<file path="src/rtl/line_buffer_window.sv">
// -----------------------------------------------------------------------------
// line_buffer_window
//
// Streaming sliding-window generator feeding the convolution stage. Pixels
// arrive in raster order, one per pixel_valid cycle, with no stall path.
// KERNEL_SIZE-1 previous image rows are held in line buffers. A
// KERNEL_SIZE x KERNEL_SIZE register array holds the current neighbourhood.
// Every pixel that completes a full neighbourhood produces one flattened
// window, registered, with a one-cycle strobe.
//
// Parameters
//   DATA_WIDTH  : pixel width in bits
//   KERNEL_SIZE : window side length (>= 2)
//   IMG_WIDTH   : pixels per row (>= KERNEL_SIZE)
//   IMG_HEIGHT  : rows per frame (>= KERNEL_SIZE)
//
// Ports
//   clk          : single clock, rising edge
//   rst_n        : asynchronous active-low reset
//   pixel_in     : incoming pixel, raster order
//   pixel_valid  : pixel_in is accepted on this cycle's rising edge
//   window_out   : flattened window. Element (0,0) (oldest row, left column)
//                  is in the MSBs. Element (K-1,K-1) is in the LSBs.
//   window_valid : window_out carries a new window this cycle
//   frame_done   : pulses together with the last window of a frame
// -----------------------------------------------------------------------------
module line_buffer_window #(
  parameter int DATA_WIDTH  = 16,
  parameter int KERNEL_SIZE = 3,
  parameter int IMG_WIDTH   = 8,
  parameter int IMG_HEIGHT  = 8
) (
  input  logic                                      clk,
  input  logic                                      rst_n,
  input  logic [DATA_WIDTH-1:0]                     pixel_in,
  input  logic                                      pixel_valid,
  output logic [KERNEL_SIZE*KERNEL_SIZE*DATA_WIDTH-1:0] window_out,
  output logic                                      window_valid,
  output logic                                      frame_done
);

  localparam int KK    = KERNEL_SIZE * KERNEL_SIZE;
  localparam int COL_W = (IMG_WIDTH  > 1) ? $clog2(IMG_WIDTH)  : 1;
  localparam int ROW_W = (IMG_HEIGHT > 1) ? $clog2(IMG_HEIGHT) : 1;

  localparam logic [COL_W-1:0] COL_LAST  = COL_W'(IMG_WIDTH - 1);
  localparam logic [ROW_W-1:0] ROW_LAST  = ROW_W'(IMG_HEIGHT - 1);
  localparam logic [COL_W-1:0] COL_EMIT  = COL_W'(KERNEL_SIZE - 1);
  localparam logic [ROW_W-1:0] ROW_EMIT  = ROW_W'(KERNEL_SIZE - 1);
  localparam logic [COL_W-1:0] COL_STEP  = COL_W'(1'b1);
  localparam logic [ROW_W-1:0] ROW_STEP  = ROW_W'(1'b1);

  // Position of the pixel presented this cycle.
  logic [COL_W-1:0] col_r;
  logic [ROW_W-1:0] row_r;

  // Line buffers. Index 0 is the oldest row and index KERNEL_SIZE-2 is the
  // row just above the current one. They have no reset: a window only
  // appears after KERNEL_SIZE-1 rows of the current frame have overwritten
  // every location that can be read.
  logic [DATA_WIDTH-1:0] lb_mem [KERNEL_SIZE-1][IMG_WIDTH];

  // Current window array, [row i][column j], i=0 top and j=0 left.
  logic [DATA_WIDTH-1:0] win_r      [KERNEL_SIZE][KERNEL_SIZE];
  logic [DATA_WIDTH-1:0] win_next_s [KERNEL_SIZE][KERNEL_SIZE];

  // Incoming right-hand column: the line-buffer reads at col, then pixel_in.
  logic [DATA_WIDTH-1:0] new_col_s  [KERNEL_SIZE];

  logic [KK*DATA_WIDTH-1:0] pack_s;
  logic                     col_last_s;
  logic                     row_last_s;
  logic                     emit_s;
  logic                     frame_end_s;

  // Position decode and emission qualification for the pixel on the input.
  always_comb begin
    col_last_s  = (col_r == COL_LAST);
    row_last_s  = (row_r == ROW_LAST);
    frame_end_s = col_last_s && row_last_s;
    if (pixel_valid && (row_r >= ROW_EMIT) && (col_r >= COL_EMIT)) begin
      emit_s = 1'b1;
    end else begin
      emit_s = 1'b0;
    end
  end

  // Assemble the new column from the line-buffer reads and the live pixel.
  always_comb begin
    for (int k = 0; k < KERNEL_SIZE; k++) begin
      new_col_s[k] = '0;
    end
    for (int k = 0; k < KERNEL_SIZE - 1; k++) begin
      new_col_s[k] = lb_mem[k][col_r];
    end
    new_col_s[KERNEL_SIZE-1] = pixel_in;
  end

  // Next window: shift every row left by one column and append the new column.
  always_comb begin
    for (int i = 0; i < KERNEL_SIZE; i++) begin
      for (int j = 0; j < KERNEL_SIZE - 1; j++) begin
        win_next_s[i][j] = win_r[i][j+1];
      end
      win_next_s[i][KERNEL_SIZE-1] = new_col_s[i];
    end
  end

  // Flatten the next window so element (0,0) lands in the MSBs.
  always_comb begin
    pack_s = '0;
    for (int i = 0; i < KERNEL_SIZE; i++) begin
      for (int j = 0; j < KERNEL_SIZE; j++) begin
        pack_s[(KK - (i*KERNEL_SIZE + j))*DATA_WIDTH-1 -: DATA_WIDTH] = win_next_s[i][j];
      end
    end
  end

  // Raster position counters. Both wrap at the frame's last pixel.
  always_ff @(posedge clk or negedge rst_n) begin
    if (!rst_n) begin
      col_r <= '0;
      row_r <= '0;
    end else if (pixel_valid) begin
      if (col_last_s) begin
        col_r <= '0;
        if (row_last_s) begin
          row_r <= '0;
        end else begin
          row_r <= row_r + ROW_STEP;
        end
      end else begin
        col_r <= col_r + COL_STEP;
        row_r <= row_r;
      end
    end else begin
      col_r <= col_r;
      row_r <= row_r;
    end
  end

  // Line buffers shift one row upward at the current column on every
  // accepted pixel. The oldest entry drops out and pixel_in enters at the bottom.
  always_ff @(posedge clk) begin
    if (pixel_valid) begin
      for (int k = 0; k < KERNEL_SIZE - 2; k++) begin
        lb_mem[k][col_r] <= lb_mem[k+1][col_r];
      end
      lb_mem[KERNEL_SIZE-2][col_r] <= pixel_in;
    end
  end

  // Window array advances on every accepted pixel, including non-emitting
  // ones, so it is already primed when the first qualifying column arrives.
  always_ff @(posedge clk or negedge rst_n) begin
    if (!rst_n) begin
      for (int i = 0; i < KERNEL_SIZE; i++) begin
        for (int j = 0; j < KERNEL_SIZE; j++) begin
          win_r[i][j] <= '0;
        end
      end
    end else if (pixel_valid) begin
      for (int i = 0; i < KERNEL_SIZE; i++) begin
        for (int j = 0; j < KERNEL_SIZE; j++) begin
          win_r[i][j] <= win_next_s[i][j];
        end
      end
    end else begin
      for (int i = 0; i < KERNEL_SIZE; i++) begin
        for (int j = 0; j < KERNEL_SIZE; j++) begin
          win_r[i][j] <= win_r[i][j];
        end
      end
    end
  end

  // Registered outputs. window_out is loaded only when a window is emitted,
  // so it holds the last emitted window through idle and non-emitting cycles.
  always_ff @(posedge clk or negedge rst_n) begin
    if (!rst_n) begin
      window_out   <= '0;
      window_valid <= 1'b0;
      frame_done   <= 1'b0;
    end else if (emit_s) begin
      window_out   <= pack_s;
      window_valid <= 1'b1;
      frame_done   <= frame_end_s;
    end else begin
      window_out   <= window_out;
      window_valid <= 1'b0;
      frame_done   <= 1'b0;
    end
  end

endmodule

</file>
<file path="config.mk">
export PLATFORM = sky130hd
export DESIGN_NAME = line_buffer_window
export DESIGN_NICKNAME = d
export VERILOG_FILES = /design/src/rtl/line_buffer_window.sv
export SDC_FILE = /design/constraint.sdc
export NUM_CORES = 1
export LEC_CHECK = 0
export ABC_AREA = 1
export CORE_AREA = 2 2 185 187
export DETAILED_ROUTE_END_ITERATION = 16
export DIE_AREA = 0 0 187 189
export PLACE_DENSITY = 0.86
export SLEW_MARGIN = 20
export SYNTH_ARGS = -nofsm -noshare
export SYNTH_HDL_FRONTEND = slang
export SYNTH_SLANG_ARGS = --single-unit
export TNS_END_PERCENT = 5
</file>
<file path="constraint.sdc">
create_clock -name clk -period 4.9 [get_ports clk]
set_clock_uncertainty 0.2 [all_clocks]
set_input_delay 0.735 -clock clk [delete_from_list [all_inputs] [get_ports clk]]
set_output_delay 0.735 -clock clk [all_outputs]
set_load 0.05 [all_outputs]
</file>
== After elaboration in Yosys (flattened, before gate mapping) ==
Memory sizes are Yosys's and may differ from the RTL's.
Index checks and enable logic that the tools add are counted.
Word-level totals
  flip-flop bits (word level): 248
  bits in writable memories: 256
  input port bits: 19
  output and inout bits: 146
  word-level logic and storage cells: 41
  memories kept: 1
Cells by class
  add/subtract/negate cells: 2
  magnitude comparators: 4
  equality and inequality tests: 2
  multiplexer cells: 15
  bitwise operators: 1
  reduce and logical (&&, ||, !) cells: 5
Memories
  lb_mem: words 2, bits a word 128, read ports 2, clocked after memory_dff 0, write ports 2, line 61  | logic [DATA_WIDTH-1:0] lb_mem [KERNEL_SIZE-1][IMG_WIDTH];
Operators by type and width (number)
  2-to-1 mux 128 bit: 1
  binary-select mux 16 bit (select 3 bit): 2
  2-to-1 mux 16 bit: 5
  demux 16 bit (select 3 bit): 1
  adder 3 x 1 -> 3 bit, second input constant: 2
  == test 3 bit, second input constant: 2
  >= comparator 3 x 2 -> 1 bit, second input constant: 2
  2-to-1 mux 3 bit: 2
  >= comparator 4 bit, second input constant: 1
  logical AND 1 bit: 4
  less-than comparator 4 x 1 -> 1 bit, second input constant: 1
  2-to-1 mux 1 bit: 4
  inverter 3 -> 4 bit: 1
  AND reduction 2 bit: 1

== Depth between registers and ports, before layout ==
Gate-level depths: netlist (run 1).
  word-level depth: 6
  gate-level depth with buffers: 10
  depth with buffers taken out: 9

== Worst setup path before layout (run 1) ==
No wires, ideal clock.
  path type: input to register
  start: input port pixel_valid
  end: memory lb_mem[0][100] (netlist name) (enable)
  library setup time: 0.421 ns
  data arrival time: 2.679 ns
  required time: 4.279 ns
  path slack: 1.600 ns
  stages: 4
  path buffers: 2
  cells stage by stage: buf_2 clkbuf_1 nand2_1 nor2_1
RTL lines
  start: declaration: line 36  | input logic pixel_valid,
  end: declaration: line 61

==> results of run 1 <==
[report_power, final]
group | total, mW | switching (mW) | internal, mW
clock | 3.60 | 1.51 | 2.09
sequential | 6.54 | 0.670 | 5.87
combinational | 6.19 | 4.49 | 1.70
total | 16.3 | 6.67 | 9.66
[critical path: stages (launching register included)]
cell and delay (ns):
dfrtp_4 0.68, clkinv_2 0.11, buf_4 0.40, nand2_1 0.27, nor2_2 0.89, buf_4 0.45
[layout make-up]
type | count | area, um^2 | share of cell area [%]
clock buffers | 67 | 1360 | 5.81
clock inverters | 18 | 170 | 0.726
inverters | 261 | 986 | 4.20
multi-input cells | 1066 | 4620 | 19.7
flip-flops and latches | 504 | 13900 | 59.3
well taps | 448 | 561 | 2.39
repair buffers | 187 | 1850 | 7.91
[layout by cell type, fill, tap and decap left out, drive strengths merged]
cell type / instances
clkdlybuf4s50: 162
nor3: 2
nor2: 12
nand2: 648
edfxtp: 256
clkinv: 16
clkbuf: 67
or2: 15
nand3: 189
dfrtp: 248
buf: 25
inv: 260
mux2: 1
bufinv: 3
ha: 4
o21ai: 195
[stage by stage]
step                      utilization, %  setup slack [ns]  hold slack (ns)  cell area, um^2
after floorplan                        -              1.60            0.239            19800
after global placement              65.9              1.70            0.257            21900
after detailed placement            65.9              1.61            0.260            21900
after CTS                           70.5              1.57            0.130            23400
after global routing                70.5              1.46            0.179            23400
final                               70.5              1.55           0.0840            23400
[registers in the layout (all words and copies together), names as in the netlist]
register and flops:
lb_mem 256, window_out 144, pack_s 96, col_r 3, row_r 3, frame_done 1, window_valid 1
[worst paths after layout]
kind	from	endpoint	slack (ns)	depth (start not counted)
max	col_r[0]$_DFFE_PN0P_	lb_mem[0][29]$_DFFE_PP_	1.55	5
min	rst_n	window_out[1]$_DFFE_PN0P_	0.08	1
max reg2reg	col_r[0]$_DFFE_PN0P_	lb_mem[0][29]$_DFFE_PP_	1.55	5
min reg2reg	window_out[66]$_DFFE_PN0P_	window_out[66]$_DFFE_PN0P_	0.27	2
max in group asynchronous	rst_n	window_out[141]$_DFFE_PN0P_	3.48	2
min in group clk	window_out[66]$_DFFE_PN0P_	window_out[66]$_DFFE_PN0P_	0.27	2
[routing by layer]
layer  wire, um  vias up
li1           -     6446
met1      18800     6883
met2      23500      834
met3       4780      148
met4       1850        0
met5          0        -
[logic make-up after synthesis]
kind of cell               count (synthesis)  synth area share [%]
adders and majority gates                  4                 0.252
buffers and inverters                    357                  6.89
and+or+nand+nor                          866                  17.8
muxes                                      1                0.0568
AOI/OAI and AO/OA                        195                  4.92
DFF                                      504                  70.0
[synthesized netlist by cell type, drive strengths merged]
| library cell | n | share of area [%] |
|---|---|---|
| ha | 4 | 0.25 |
| o21ai | 195 | 4.9 |
| edfxtp | 256 | 39 |
| dfrtp | 248 | 31 |
| clkbuf | 76 | 1.4 |
| clkinv | 1 | 0.019 |
| nand2 | 648 | 12 |
| or2 | 15 | 0.47 |
| nor3 | 2 | 0.11 |
| nand3 | 189 | 4.8 |
| buf | 20 | 0.52 |
| inv | 260 | 4.9 |
| nor2 | 12 | 0.24 |
| mux2 | 1 | 0.057 |
==> results.md, run 1 <==
Run status:
- The flow ran to the end, and the final reports show no timing, DRC or antenna violations.

Global route:
- The initial antenna violation count was 0.
- The largest net degree at the start of global routing is about 140.
- Global routing consumed, on the met1 layer, between 30% and 40% of the routing resources.
- In the global route stage, met2 resource usage came out at 45.8%.
- Across every metal layer, demand over resource in global routing totals 28.2%.
- Global routing consumed, on the met3 layer, 4.62% of the routing resources.
- The via count of the first global-routing pass is 14100.
- After global routing the overflow that remains totals 0.
- After global routing, the most crowded layer is met2.
- The first-pass GRT wire length is 77300 um.

Clocking:
- The clock-pin transition on the worst setup and hold timing paths is 0.07 ns.
- The total of cells resized after clock tree synthesis is 0.
- The clock passes through at most 3 buffers.
- The number of buffers inserted to repair setup after CTS is 0.
- TritonCTS built the clock tree.
- The root buffer cell chosen for the clock tree is clkbuf_16.
- Buffers inserted during clock tree synthesis total 47.
- The clock network latency to the later pin of the worst-skew pair is approximately 0.56 ns.
- The number of sinks driven by the clock tree is 504.
- The H-tree level count is 2.
- For this design, the CTS-stage hold fixing added 0 buffers.

Worst setup path:
- STA classifies the critical path startpoint as a register.
- STA classifies the critical path endpoint as a register.
- STA puts the critical path data required time at 4.92 ns.
- The maximum net fanout on the critical path is 43.
- The signal arrival time at the worst endpoint is 3.38 ns.
- The kind of critical path is register to register.

Floorplan:
- The placeable core region is 33300 um^2.
- In this run the count of I/O pins placed on the die edge is approximately 170.
- The floorplan step set the die width to 187 um.
- Once the floorplan was initialized, standard cells occupied 59.6% of the core.
- The area of the die is 35300 um^2.
- After floorplanning, the core was divided into 67 placement rows.
- The die height is ~190 um.

Placement:
- The total of buffers placed on input and output ports is 164.
- The placed wire-length estimate is 29100 um.
- The congestion estimate from routability-driven global placement came to 0.801.
- The number of cells in the design after placement is 2466.

Detailed routing:
- The detailed-routing iteration count for the pre-antenna-repair pass is 6.
- For this run, design rule violations remaining after detail routing come to 0.
- After detailed routing, the total wire length is 48900 um.
- The count of routing violations after the opening detailed-route iteration is 1816.
- The average routed wire per standard cell is around 19 um.
- Summing over every cut layer, the via total after detailed routing is around 14000.
- The detail route stage leaves a number of antenna-violating nets equal to 0.
- In the routed layout, each cell is associated on average with a via count of between 5 and 6.

Final layout:
- The number of fillers in the final layout is 2137.
- The final antenna diode count is 0.
- In the final layout, the share of cells above drive strength 1 is 6.04%.
- The final layout net count is 2090.
- The count of placed standard cells in the final layout, fillers left out is 2551.
- The area growth from synthesis to layout is 18.2%.

Pwr:
- The power per cell area is 697 nW/um^2.
- The largest vdd supply drop is 0.461 mV.
- The completed layout was analyzed and its total power is about 16 mW.
- The total leakage power is roughly 11 nW.

STA:
- After layout, the minimum clock period comes to 3.35 ns.
- At the pin with the least slew margin, the transition time is 1.09 ns.
- The total negative setup slack is 0 ns.
- The period utilization is 68.4%.
- Setup violations remaining at the end of the flow were counted as 0.
- The number of pins with negative max-slew slack in the final report came to 0.
- The final hold violation count is 0.
- Measured against its own limit, the worst slew margin works out to 27.4%.
- Static timing analysis puts the maximum clock frequency at 0.298 GHz.
- Setup repair after global routing left no endpoint under its margin.

Logic synthesis:
- The flip-flop and latch count after synthesis is 504.
- Of the synthesized area, sequential elements account for 70.0%.
- The count of different cell masters after synthesis is 21.
- During synthesis, Yosys emitted a total of 0 warnings.
- The average cell area after synthesis is 10.3 um^2.
- The post-synthesis instance area is 19800 um^2.
- The number of nets handed over by synthesis was 1950.
- The post-synthesis instance total is a little under 2000.

Flow run:
- The tool flagged a number of max-cap violations equal to 0.

Hold path:
- The tightest min-delay check is of the primary input to async pin type.
Note: power is estimated with default switching activity, not from simulation.
==> inputs of run 2 (changes only) <==
--- a/config.mk
+++ b/config.mk
@@ -6,10 +6,10 @@
 export NUM_CORES = 1
 export LEC_CHECK = 0
 export ABC_AREA = 1
-export CORE_AREA = 2 2 185 187
+export CORE_AREA = 2 2 188 190
 export DETAILED_ROUTE_END_ITERATION = 16
-export DIE_AREA = 0 0 187 189
-export PLACE_DENSITY = 0.86
+export DIE_AREA = 0 0 190 192
+export PLACE_DENSITY = 0.83
 export SLEW_MARGIN = 20
 export SYNTH_ARGS = -nofsm -noshare
 export SYNTH_HDL_FRONTEND = slang
==> constraint.sdc (replaced) <==
create_clock -name clk -period 3.2 [get_ports clk]
set_clock_uncertainty 0.2 [all_clocks]
set_input_delay 0.48 -clock clk [delete_from_list [all_inputs] [get_ports clk]]
set_output_delay 0.48 -clock clk [all_outputs]
set_load 0.05 [all_outputs]
==> run 2 against run 1 <==
  * Sequential share of layout area decreased by 0.90 points
  * Sequential cell count is the same
  * Critical path depth did not move
  * Global-route usage is 0.83 points lower
  * Maximum frequency up 30%
  * Final cell count increased by 1.3%
  * Clock power up 64%
  * Critical path type unchanged
  * Largest power group unchanged
==> results.md, run 2 (synthesis gave the netlist of run 1 again) <==
Worst setup path:
- The cell class contributing the biggest share of worst-path delay is simple AND/OR/NAND/NOR gates (unchanged).
- The number of buffers and inverters on the critical path is 1 (was 3).
- The kind of capture point of the worst setup path is a register (unchanged).
- The signal arrival time at the worst endpoint is 2.65 ns (was 3.38 ns).
- The maximum net fanout on the critical path was 66 (was 43).
- The launch point of the worst path is col_r[0]$_DFFE_PN0P_ (unchanged).
- The kind of critical path is register to register (unchanged).
- The required time at the endpoint of the critical path is 3.27 ns (was 4.92 ns).
- The most frequent cell on the critical path is nand3_1 (was buf_4).
- The startpoint of the lowest-slack register-to-register path is col_r[0]$_DFFE_PN0P_ (unchanged).
- The type of element launching the critical path is a register (unchanged).
- The delay of the slowest cell on the worst path is 0.63 ns (was 0.89 ns).
- The critical-path cell with the highest stage delay is buf_4 (was nor2_2).
- Critical path cell sequence: buf_4 -> nand2_1 -> nand3_1 -> nand3_1 -> or2_2 (was clkinv_2 -> buf_4 -> nand2_1 -> nor2_2 -> buf_4).

Final layout:
- The final layout net count was 2114 (was 2090).
- Leading cell types in the layout, fill and taps excluded: nand2_1 (648), inv_1 (258), edfxtp_1 (256) (unchanged).
- The area used by sequential logic in the layout came to 13900 um^2 (unchanged).
- The most common cell after layout, fill and taps aside is nand2_1 (unchanged).
- The area used by multi-input combinational logic is 4610 um^2 (was 4620 um^2).
- The number of flip-flops under the largest register name came to 256 (unchanged).
- The number of fillers in the final layout came to 2208 (was 2137).
- The area growth from synthesis to layout is 20.0% (was 18.2%).
- The share of post-route cells with drive strength above 1 is 7.37% (was 6.04%).
- The register with the most flip-flops is lb_mem (unchanged).

Clocking:
- The number of buffers inserted to repair setup after CTS is 0 (unchanged).
- The hold buffer count at CTS is 1 (was 0).
- The master cell of the clock root buffer is clkbuf_16 (unchanged).
- The number of sinks driven by the clock tree is 504 (unchanged).
- The total of cells resized after clock tree synthesis was 0 (unchanged).
- The clock-pin transition on the worst setup and hold timing paths is 0.07 ns (about the same).
- The H-tree level count came to 2 (unchanged).
- The clock network latency to the later pin of the worst-skew pair is 0.55 ns (was 0.56 ns).
- The number of buffers created by CTS was 48 (was 47).
- The TritonCTS clock tree is done (unchanged).
- The deepest clock path buffer count is 3 (unchanged).

STA:
- The final number of setup-violating endpoints is 0 (unchanged).
- Unrepaired setup endpoints after global routing: no (unchanged).
- The period utilization is 80.6% (was 68.4%).
- The post-route worst hold slack is 0.117 ns (was 0.0840 ns).
- The total negative setup slack is 0 ns (unchanged).
- The timing-limited maximum frequency came to 0.388 GHz (was 0.298 GHz).
- The final hold violation count is 0 (unchanged).
- The final critical delay including setup and external delays came to 2.58 ns (was 3.35 ns).
- The transition time at the pin with the least slew margin is 0.904 ns (was 1.09 ns).
- The headroom to the max-slew limit was 39.7% (was 27.4%).
- The number of pins with negative max-slew slack in the final report was 0 (unchanged).

Global route:
- The initial antenna violation count was 1 (was 0).
- The largest net degree at the start of global routing is 102 (was 138).
- The remaining global-route overflow is 0 (unchanged).
- The total routing resource utilization after global routing is 27.3% (was 28.2%).
- The via count of the first global-routing pass is 13900 (was 14100).
- The first-pass GRT wire length is 76500 um (was 77300 um).

Floorplan:
- The placeable core region is 34300 um^2 (was 33300 um^2).
- The row count is 68 (was 67).
- The starting density of the core is 57.9% (was 59.6%).
- The die height came to 192 um (was 189 um).
- The horizontal die dimension is 190 um (was 187 um).
- The number of top-level design ports is 165 (unchanged).
- The area of the die is 36500 um^2 (was 35300 um^2).

Detailed routing:
- The remaining antenna violation count after routing is 0 (unchanged).
- The average routed wire per standard cell came to 18.9 um (was 19.2 um).
- The number of vias in the routed layout is 14300 (about the same).
- The count of routing violations after the opening detailed-route iteration is 1971 (was 1816).
- The final routed wirelength across all metal layers was 48900 um (about the same).
- The total DRC errors in the routed layout came to 0 (unchanged).
- The detailed-routing iteration count for the pre-antenna-repair pass was 6 (unchanged).
- The number of vias per cell after detailed routing came to 5.52 (was 5.61).

Placement:
- The placed wire-length estimate is 30000 um (was 29100 um).
- The total of buffers placed on input and output ports came to 164 (unchanged).
- The weighted congestion at the end of routability-driven global placement was 0.856 (was 0.801).

Pwr:
- The power per cell area is 1070 nW/um^2 (was 697 nW/um^2).
- The total leakage power is 10.9 nW (was 10.7 nW).
- The largest vdd supply drop was 0.683 mV (was 0.461 mV).

Flow run:
- The total of max-cap violations is 0 (unchanged).

Run status:
- Outcome: complete, no violations (unchanged).

Hold path:
- The worst hold path class is primary input to register (was primary input to async pin).
- In this run the most critical hold path is launched from pixel_valid.
==> run 2: cell count changes in the layout (fill, tap and decap cells not counted), sizes merged <==
cell and change:
buf +22, clkbuf -9, bufinv +5, clkinvlp +4
inv +2, clkinv +1, diode +1, dlygate4sd3 +1
==> run 2: path summary, 6_finish.rpt <==
path	cells after the start	endpoint	slack, ns
min in group asynchronous	2	window_out[1]$_DFFE_PN0P_	0.25
min	3	pack_s[71]$_DFFE_PN0P_	0.12
max	5	lb_mem[0][111]$_DFFE_PP_	0.62
max reg2reg	5	lb_mem[0][111]$_DFFE_PP_	0.62
max in group asynchronous	3	window_out[135]$_DFFE_PN0P_	1.67
min reg2reg	2	pack_s[40]$_DFFE_PN0P_	0.27
==> run 2: worst register-to-register path: stages, from the launching register on <==
cell     delay (ns)
dfrtp_4        0.57
buf_4          0.63
nand2_1        0.22
nand3_1        0.12
nand3_1        0.16
or2_2          0.40
==> run 2: through the flow <==
| stage | area, um^2 | setup WS, ns | util (%) | instances | power, mW |
|---|---|---|---|---|---|
| floorplan | 19800 | 0.00245 | - | 1927 | 15.8 |
| global placement | 22100 | 0.830 | 64.6 | 2495 | 19.1 |
| detailed placement | 22100 | 0.754 | 64.6 | 2495 | 19.4 |
| CTS | 23800 | 0.684 | 69.4 | 2584 | 25.4 |
| global route | 23800 | 0.512 | 69.4 | 2584 | 26.5 |
| finish | 23800 | 0.622 | 69.4 | 2585 | 25.4 |
==> run 2: power by group <==
part           switching [mW]  internal, mW  leakage [nW]  total [mW]
logic                    6.83          2.72          4.61        9.55
clock network            2.37          3.52         0.809        5.90
registers               0.954          8.99          5.46        9.94
==> run 2: layout make-up <==
type / instances / share of cell area [%]
Multi-Input combinational cell: 1066 / 19.4
Antenna cell: 1 / 0.0105
Clock buffer: 58 / 5.42
Timing Repair Buffer: 210 / 8.79
Tap cell: 455 / 2.39
Clock inverter: 30 / 1.53
Inverter: 261 / 4.14
Sequential cell: 504 / 58.4
==> run 2: layer usage <==
metal	vias up	global-route usage, %	wire length [um]
li1	6493	-	-
met4	0	9.75	1580
met3	143	4.70	5050
met5	-	0	0
met2	805	44.9	23600
met1	6835	37.1	18700
==> inputs of run 3 (changes only) <==
==> constraint.sdc (replaced) <==
create_clock -name clk -period 2.7 [get_ports clk]
set_clock_uncertainty 0.2 [all_clocks]
set_input_delay 0.405 -clock clk [delete_from_list [all_inputs] [get_ports clk]]
set_output_delay 0.405 -clock clk [all_outputs]
set_load 0.05 [all_outputs]
==> run 3 against run 2 <==
  * Global-route usage rose by 0.90 points
  * Count of clock-buffer cells in the layout grew 26
  * Routed wire length grew 3.2%
  * Sequential power rose by 19%
  * Non-clock buffer count is 3 higher
  * Clock power increased by 16%
  * Critical path depth down 4
  * First-iteration DRC count decreased by 2.1%
  * Combinational power up 19%
  * Worst hold slack lost 0.077 ns
  * Power up 18%
  * Register-to-register slack lost 0.35 ns
  * Largest cell class unchanged
==> results.md, run 3 (synthesis gave the netlist of run 1 again) <==
Run status:
- Outcome: complete, no violations (unchanged).

Clocking:
- The number of buffers inserted to repair setup after CTS is 0 (unchanged).
- The clock network latency to the later pin of the worst-skew pair came to 0.56 ns (was 0.55 ns).
- The number of sinks driven by the clock tree came to 504 (unchanged).
- The deepest clock path buffer count is 3 (unchanged).
- The H-tree level count came to 2 (unchanged).
- The number of buffers created by CTS is 49 (was 48).
- The TritonCTS clock tree is done (unchanged).
- The master cell of the clock root buffer is clkbuf_16 (unchanged).
- The clock-pin transition on the worst setup and hold timing paths was 0.06 ns (was 0.07 ns).

Detailed routing:
- The count of routing violations after the opening detailed-route iteration is 1930 (was 1971).
- The number of vias per cell after detailed routing is 5.61 (was 5.52).
- The remaining antenna violation count after routing came to 0 (unchanged).
- The number of vias in the routed layout is 14500 (was 14300).
- The total DRC errors in the routed layout is 0 (unchanged).
- The average routed wire per standard cell is 19.5 um (was 18.9 um).
- The detailed-routing iteration count for the pre-antenna-repair pass is 8 (was 6).
- The final routed wirelength across all metal layers came to 50500 um (was 48900 um).

Global route:
- The total routing resource utilization after global routing is 28.2% (was 27.3%).
- The initial antenna violation count is 2 (was 1).
- The remaining global-route overflow is 0 (unchanged).
- The largest net degree at the start of global routing is 118 (was 102).
- The via count of the first global-routing pass was 14300 (was 13900).
- The first-pass GRT wire length is 78800 um (was 76500 um).

Worst setup path:
- The required time at the endpoint of the critical path came to 2.10 ns (was 3.27 ns).
- The number of buffers and inverters on the critical path is 1 (unchanged).
- The kind of capture point of the worst setup path is an output port (was register).
- The signal arrival time at the worst endpoint came to 1.85 ns (was 2.65 ns).
- The cell class contributing the biggest share of worst-path delay is buffers and inverters (was simple AND/OR/NAND/NOR gates).
- The delay of the slowest cell on the worst path is 0.84 ns (was 0.63 ns).
- The maximum net fanout on the critical path is 2 (was 66).
- The type of element launching the critical path was a register (unchanged).
- The critical-path cell with the highest stage delay was clkdlybuf4s50_1 (was buf_4).
- The kind of critical path is register to output port (was register to register).
- Critical path cell sequence: clkdlybuf4s50_1 (was buf_4 -> nand2_1 -> nand3_1 -> nand3_1 -> or2_2).

STA:
- The headroom to the max-slew limit is 48.9% (was 39.7%).
- The total negative setup slack is 0 ns (unchanged).
- The final hold violation count is 0 (unchanged).
- For this run, the top clock speed supported by timing is 0.407 GHz.
- The post-layout worst setup margin was 0.246 ns (was 0.622 ns).
- The transition time at the pin with the least slew margin is 0.764 ns (was 0.904 ns).
- The number of pins with negative max-slew slack in the final report is 0 (unchanged).
- Unrepaired setup endpoints after global routing: no (unchanged).
- The final number of setup-violating endpoints was 0 (unchanged).
- The period utilization is approximately nine tenths.
- The post-route worst hold slack is 0.0398 ns (was 0.117 ns).
- Counting I/O delays and the setup requirement, the final critical path takes roughly 2.5 ns.

Floorplan:
- The starting density of the core was 57.9% (unchanged).
- The row count was 68 (unchanged).
- The placeable core region was 34300 um^2 (unchanged).
- The area of the die is 36500 um^2 (unchanged).
- The die height is 192 um (unchanged).
- The horizontal die dimension came to 190 um (unchanged).
- The number of top-level design ports is 165 (unchanged).

Pwr:
- The largest vdd supply drop is 0.755 mV (was 0.683 mV).
- The net switching share of the total power was 40.4% (was 40.0%).
- The clock share of power is 22.7% (was 23.2%).
- The internal cell power is 17.9 mW (was 15.2 mW).
- The net switching power figure was 12.1 mW (was 10.2 mW).
- The power per cell area is 1260 nW/um^2 (was 1070 nW/um^2).
- The portion of total power attributed to combinational logic is 38.0% (was 37.6%).
- The sequential cell fraction of total power is 39.3% (was 39.2%).
- The total leakage power is 10.9 nW (about the same).
- The total power draw is 30.1 mW (was 25.4 mW).

Placement:
- The total of buffers placed on input and output ports is 164 (unchanged).
- The pre-CTS worst setup slack is 0.345 ns (was 0.754 ns).
- The placed wire-length estimate is 31300 um (was 30000 um).
- The placement-stage cell area is 22200 um^2 (was 22100 um^2).
- The weighted congestion at the end of routability-driven global placement is 0.863 (was 0.856).

Flow run:
- The total of max-cap violations was 0 (unchanged).

Final layout:
- The number of fillers in the final layout is 2233 (was 2208).
- The post-route standard cell area excluding fillers is 23800 um^2 (about the same).
- The final layout net count came to 2118 (was 2114).
- Leading cell types in the layout, fill and taps excluded: nand2_1 (648), inv_1 (258), edfxtp_1 (256) (unchanged).
- The number of flip-flops under the largest register name is 256 (unchanged).
- The share of post-route cells with drive strength above 1 is 7.36% (was 7.37%).
- The most common cell after layout, fill and taps aside is nand2_1 (unchanged).
- The area growth from synthesis to layout came to 20.1% (was 20.0%).
- The register with the most flip-flops is lb_mem (unchanged).

Hold path:
- The worst hold path class was primary input to register (unchanged).
run 3: cell count changes in the layout (fill, tap and decap cells not counted), moves of 3 or more:
cell | previous run | this run
buf_4 | 38 | 41
clkbuf_8 | 3 | 17
clkinv_1 | 4 | 0
clkbuf_16 | 49 | 53
clkinv_2 | 12 | 3
clkbuf_1 | 6 | 14
bufinv_16 | 8 | 0
run 3: worst paths after layout:
kind | depth (start not counted) | endpoint | slack [ns] | startpoint
max in group asynchronous | 3 | window_out[117]$_DFFE_PN0P_ | 1.19 | rst_n
setup / recovery | 1 | window_out[96] | 0.25 | window_out[96]$_DFFE_PN0P_
hold reg to reg | 2 | window_out[5]$_DFFE_PN0P_ | 0.27 | window_out[5]$_DFFE_PN0P_
min in group asynchronous | 2 | window_out[1]$_DFFE_PN0P_ | 0.26 | rst_n
setup reg to reg | 6 | lb_mem[0][110]$_DFFE_PP_ | 0.27 | col_r[0]$_DFFE_PN0P_
hold / removal | 3 | pack_s[116]$_DFFE_PN0P_ | 0.04 | pixel_valid
run 3: what timing repair did:
item                      CTS  global route
hold endpoints to repair   82             0
hold buffers                1             0
gates resized for setup     0             0
run 3: final cells by class:
type | instances | area (um^2) | area share [%]
Inverter | 261 | 986 | 4.14
Clock inverter | 5 | 33.8 | 0.142
Timing Repair Buffer | 213 | 2110 | 8.88
Multi-Input combinational cell | 1066 | 4610 | 19.3
Sequential cell | 504 | 13900 | 58.3
Tap cell | 455 | 569 | 2.39
Antenna cell | 1 | 2.50 | 0.0105
Clock buffer | 84 | 1610 | 6.77
run 3: worst min-delay path, cell delays in order:
cell,delay (ns)
buf_4,0.19
o21ai_0,0.10
nand2_1,0.05
run 3: metal layers:
metal	share of wire, %	vias to the layer above	routed length, um	global-route usage (%)
li1	-	6510	-	-
met4	3.4	0	1720	11.0
met2	49	860	24900	46.9
met5	0	-	0	0
met1	38	7022	19200	37.5
met3	9.4	138	4730	4.86
run 3: power groups by stage:
| stage | Combinational (mW) | Clock (mW) | Sequential (mW) |
|---|---|---|---|
| after floorplan | 3.77 | 0 | 15.0 |
| after global placement | 10.9 | 0 | 11.8 |
| after detailed placement | 11.2 | 0 | 11.9 |
| after CTS | 11.4 | 6.89 | 11.8 |
| after global routing | 12.1 | 7.20 | 12.0 |
| final | 11.4 | 6.82 | 11.8 |
run 3: per-stage QoR:
step	instances	util, %
finish	2589	69.5
global route	2589	69.5
CTS	2588	69.5
detailed placement	2498	64.6
global placement	2498	64.6
floorplan	1927	-
==> RTL edit, RTL diff (config.mk and constraints of run 2) <==
Change the parameter `IMG_HEIGHT` from 8 to 4.
--- a/src/rtl/line_buffer_window.sv
+++ b/src/rtl/line_buffer_window.sv
@@ -28,7 +28,7 @@
   parameter int DATA_WIDTH  = 16,
   parameter int KERNEL_SIZE = 3,
   parameter int IMG_WIDTH   = 8,
-  parameter int IMG_HEIGHT  = 8
+  parameter int IMG_HEIGHT  = 4
 ) (
   input  logic                                      clk,
   input  logic                                      rst_n,
Behaviour: same outputs for any inputs over 4 cycles, from zero or initial values and one cycle with rst_n low; that may be too few to reach the edited logic, so the function may still have changed.
==> RTL edit against run 2 <==
- setup slack worse by 35 ps
- sequential cell count is 1 lower
- final area is 0.39% lower
- clock power is 5.1% lower
- critical path type unchanged
- area after synthesis is 0.20% lower
- power is 2.6% lower
- wire length is 1.9% higher
==> RTL edit: results (changes against run 2) <==
Run status
  • Status: completed (unchanged)

Worst setup path
  • WP data arrival: 2900 ps (was 2650 ps)
  • Crit Path Max Fanout: 65 (was 66)
  • FF-to-FF setup slack: 590 ps (was 620 ps)
  • Reg2reg end: pack_s[70] (was lb_mem[0][111])
  • Cells on worst reg2reg path: 9 (was 5)

Finish
  • Layout cell share with drive strength beyond 1: 0.0728 (was 0.0737)
  • NumNets Final: 2,115 (was 2,114)
  • Finished Layout Cells: 2,584 (was 2,585)

Yosys
  • Top cells by count, synth: 646 x nand2_1, 259 x inv_1, 256 x edfxtp_1 (was 648 x nand2_1, 258 x inv_1, 256 x edfxtp_1)
  • Net Count, Synth: 1,947 (was 1,950)
  • Sequential-to-total area share from yosys stat: 0.700 (about the same)
  • Ys async rst share: 0.491 (was 0.492)
  • Top post-synthesis cells by area: edfxtp_1 39%, dfrtp_1 31%, nand2_1 12% (unchanged)
  • Avg Synthesized Cell Area: 10.3 µm² (about the same)

STA
  • Max-slew headroom: 0.364 (was 0.397)

GRT
  • First-pass GRT wire length: 78,100 µm (was 76,500 µm)
  • Largest net degree at the start of global routing: 110 (was 102)

Power and ir drop
  • Leak Pwr: 10.8 nW (was 10.9 nW)
  • VDD IR-drop max: 0.652 mV (was 0.683 mV)

Clock network
  • TritonCTS buffer count: 46 (was 48)
  • Root buffer cell: clkbuf_16 (unchanged)

Placement
  • GPL Wtd Cong: 0.872 (was 0.856)
  • Final HPWL DP: 30,600 µm (was 30,000 µm)
  • Placed Cells: 2,498 (was 2,495)

Route
  • WL per Instance: 19.3 µm (was 18.9 µm)

Worst hold path
  • Hold Crit Class: input port to async pin (was input port to flip-flop)
## RTL edit: cell types whose count changed after synthesis, moves of 2 or more
cell and delta:
clkbuf_1 -4, buf_1 +3, nand2_1 -2, a21oi_1 +2
## RTL edit: worst min path at each step
| stage | start | endpoint | slack [ps] |
|---|---|---|---|
| after global placement | window_out[15] | window_out[15] | 250 |
| after global routing | window_out[11] | window_out[11] | 300 |
| after CTS | window_out[12] | window_out[12] | 270 |
| after detailed placement | window_out[12] | window_out[12] | 260 |
| final | rst_n | window_out[1] | 270 |
| after floorplan | rst_n | col_r[0] | -20 |
## RTL edit: critical path, delay by kind of cell, from the launching register on
| kind | cells | cell delay, ps |
|---|---|---|
| and+or+nand+nor | 8 | 1060 |
| buffers and inverters | 1 | 650 |
| DFF | 1 | 620 |
## RTL edit: layer usage
layer	vias up	share of wire	global-route usage	routed length (µm)
met5	-	0.00018	0	9
met4	2	0.036	0.109	1810
met3	142	0.098	0.0501	4870
met2	811	0.49	0.465	24200
met1	6968	0.38	0.373	18900
li1	6483	-	-	-
## RTL edit: kinds of logic after synthesis
kind of cell | count (synthesis) | share of synthesized area
flip-flops | 503 | 0.700
buffers and inverters | 358 | 0.0693
AND/OR/NAND/NOR | 863 | 0.178
AO/OA/AOI/OAI | 196 | 0.0495
adder cells (fa/ha/maj) | 4 | 0.00253
## RTL edit: layout make-up
| type | instances | area (µm²) |
|---|---|---|
| clock buffer | 60 | 1290 |
| clock inverter | 25 | 260 |
| fill | 2294 | 10600 |
| inverter | 262 | 990 |
| multi-input combinational | 1063 | 4590 |
| sequential | 503 | 13900 |
| tap | 455 | 569 |
| timing repair buffer | 216 | 2150 |
## RTL edit: per-stage QoR
step	power (mW)	setup slack, ps	util	TNS [ps]	instance area, µm²
after detailed placement	19.0	707	0.646	0	22200
after global placement	18.7	751	0.646	0	22200
after floorplan	15.5	-104	-	-25620	19800
after CTS	24.7	621	0.692	0	23700
after global routing	25.8	444	0.692	0	23700
final	24.7	587	0.692	0	23700
## RTL edit: where the power goes
| group | internal, mW | switching, mW |
|---|---|---|
| Sequential | 8.91 | 0.940 |
| Clock | 3.25 | 2.35 |
| Combinational | 2.66 | 6.62 |
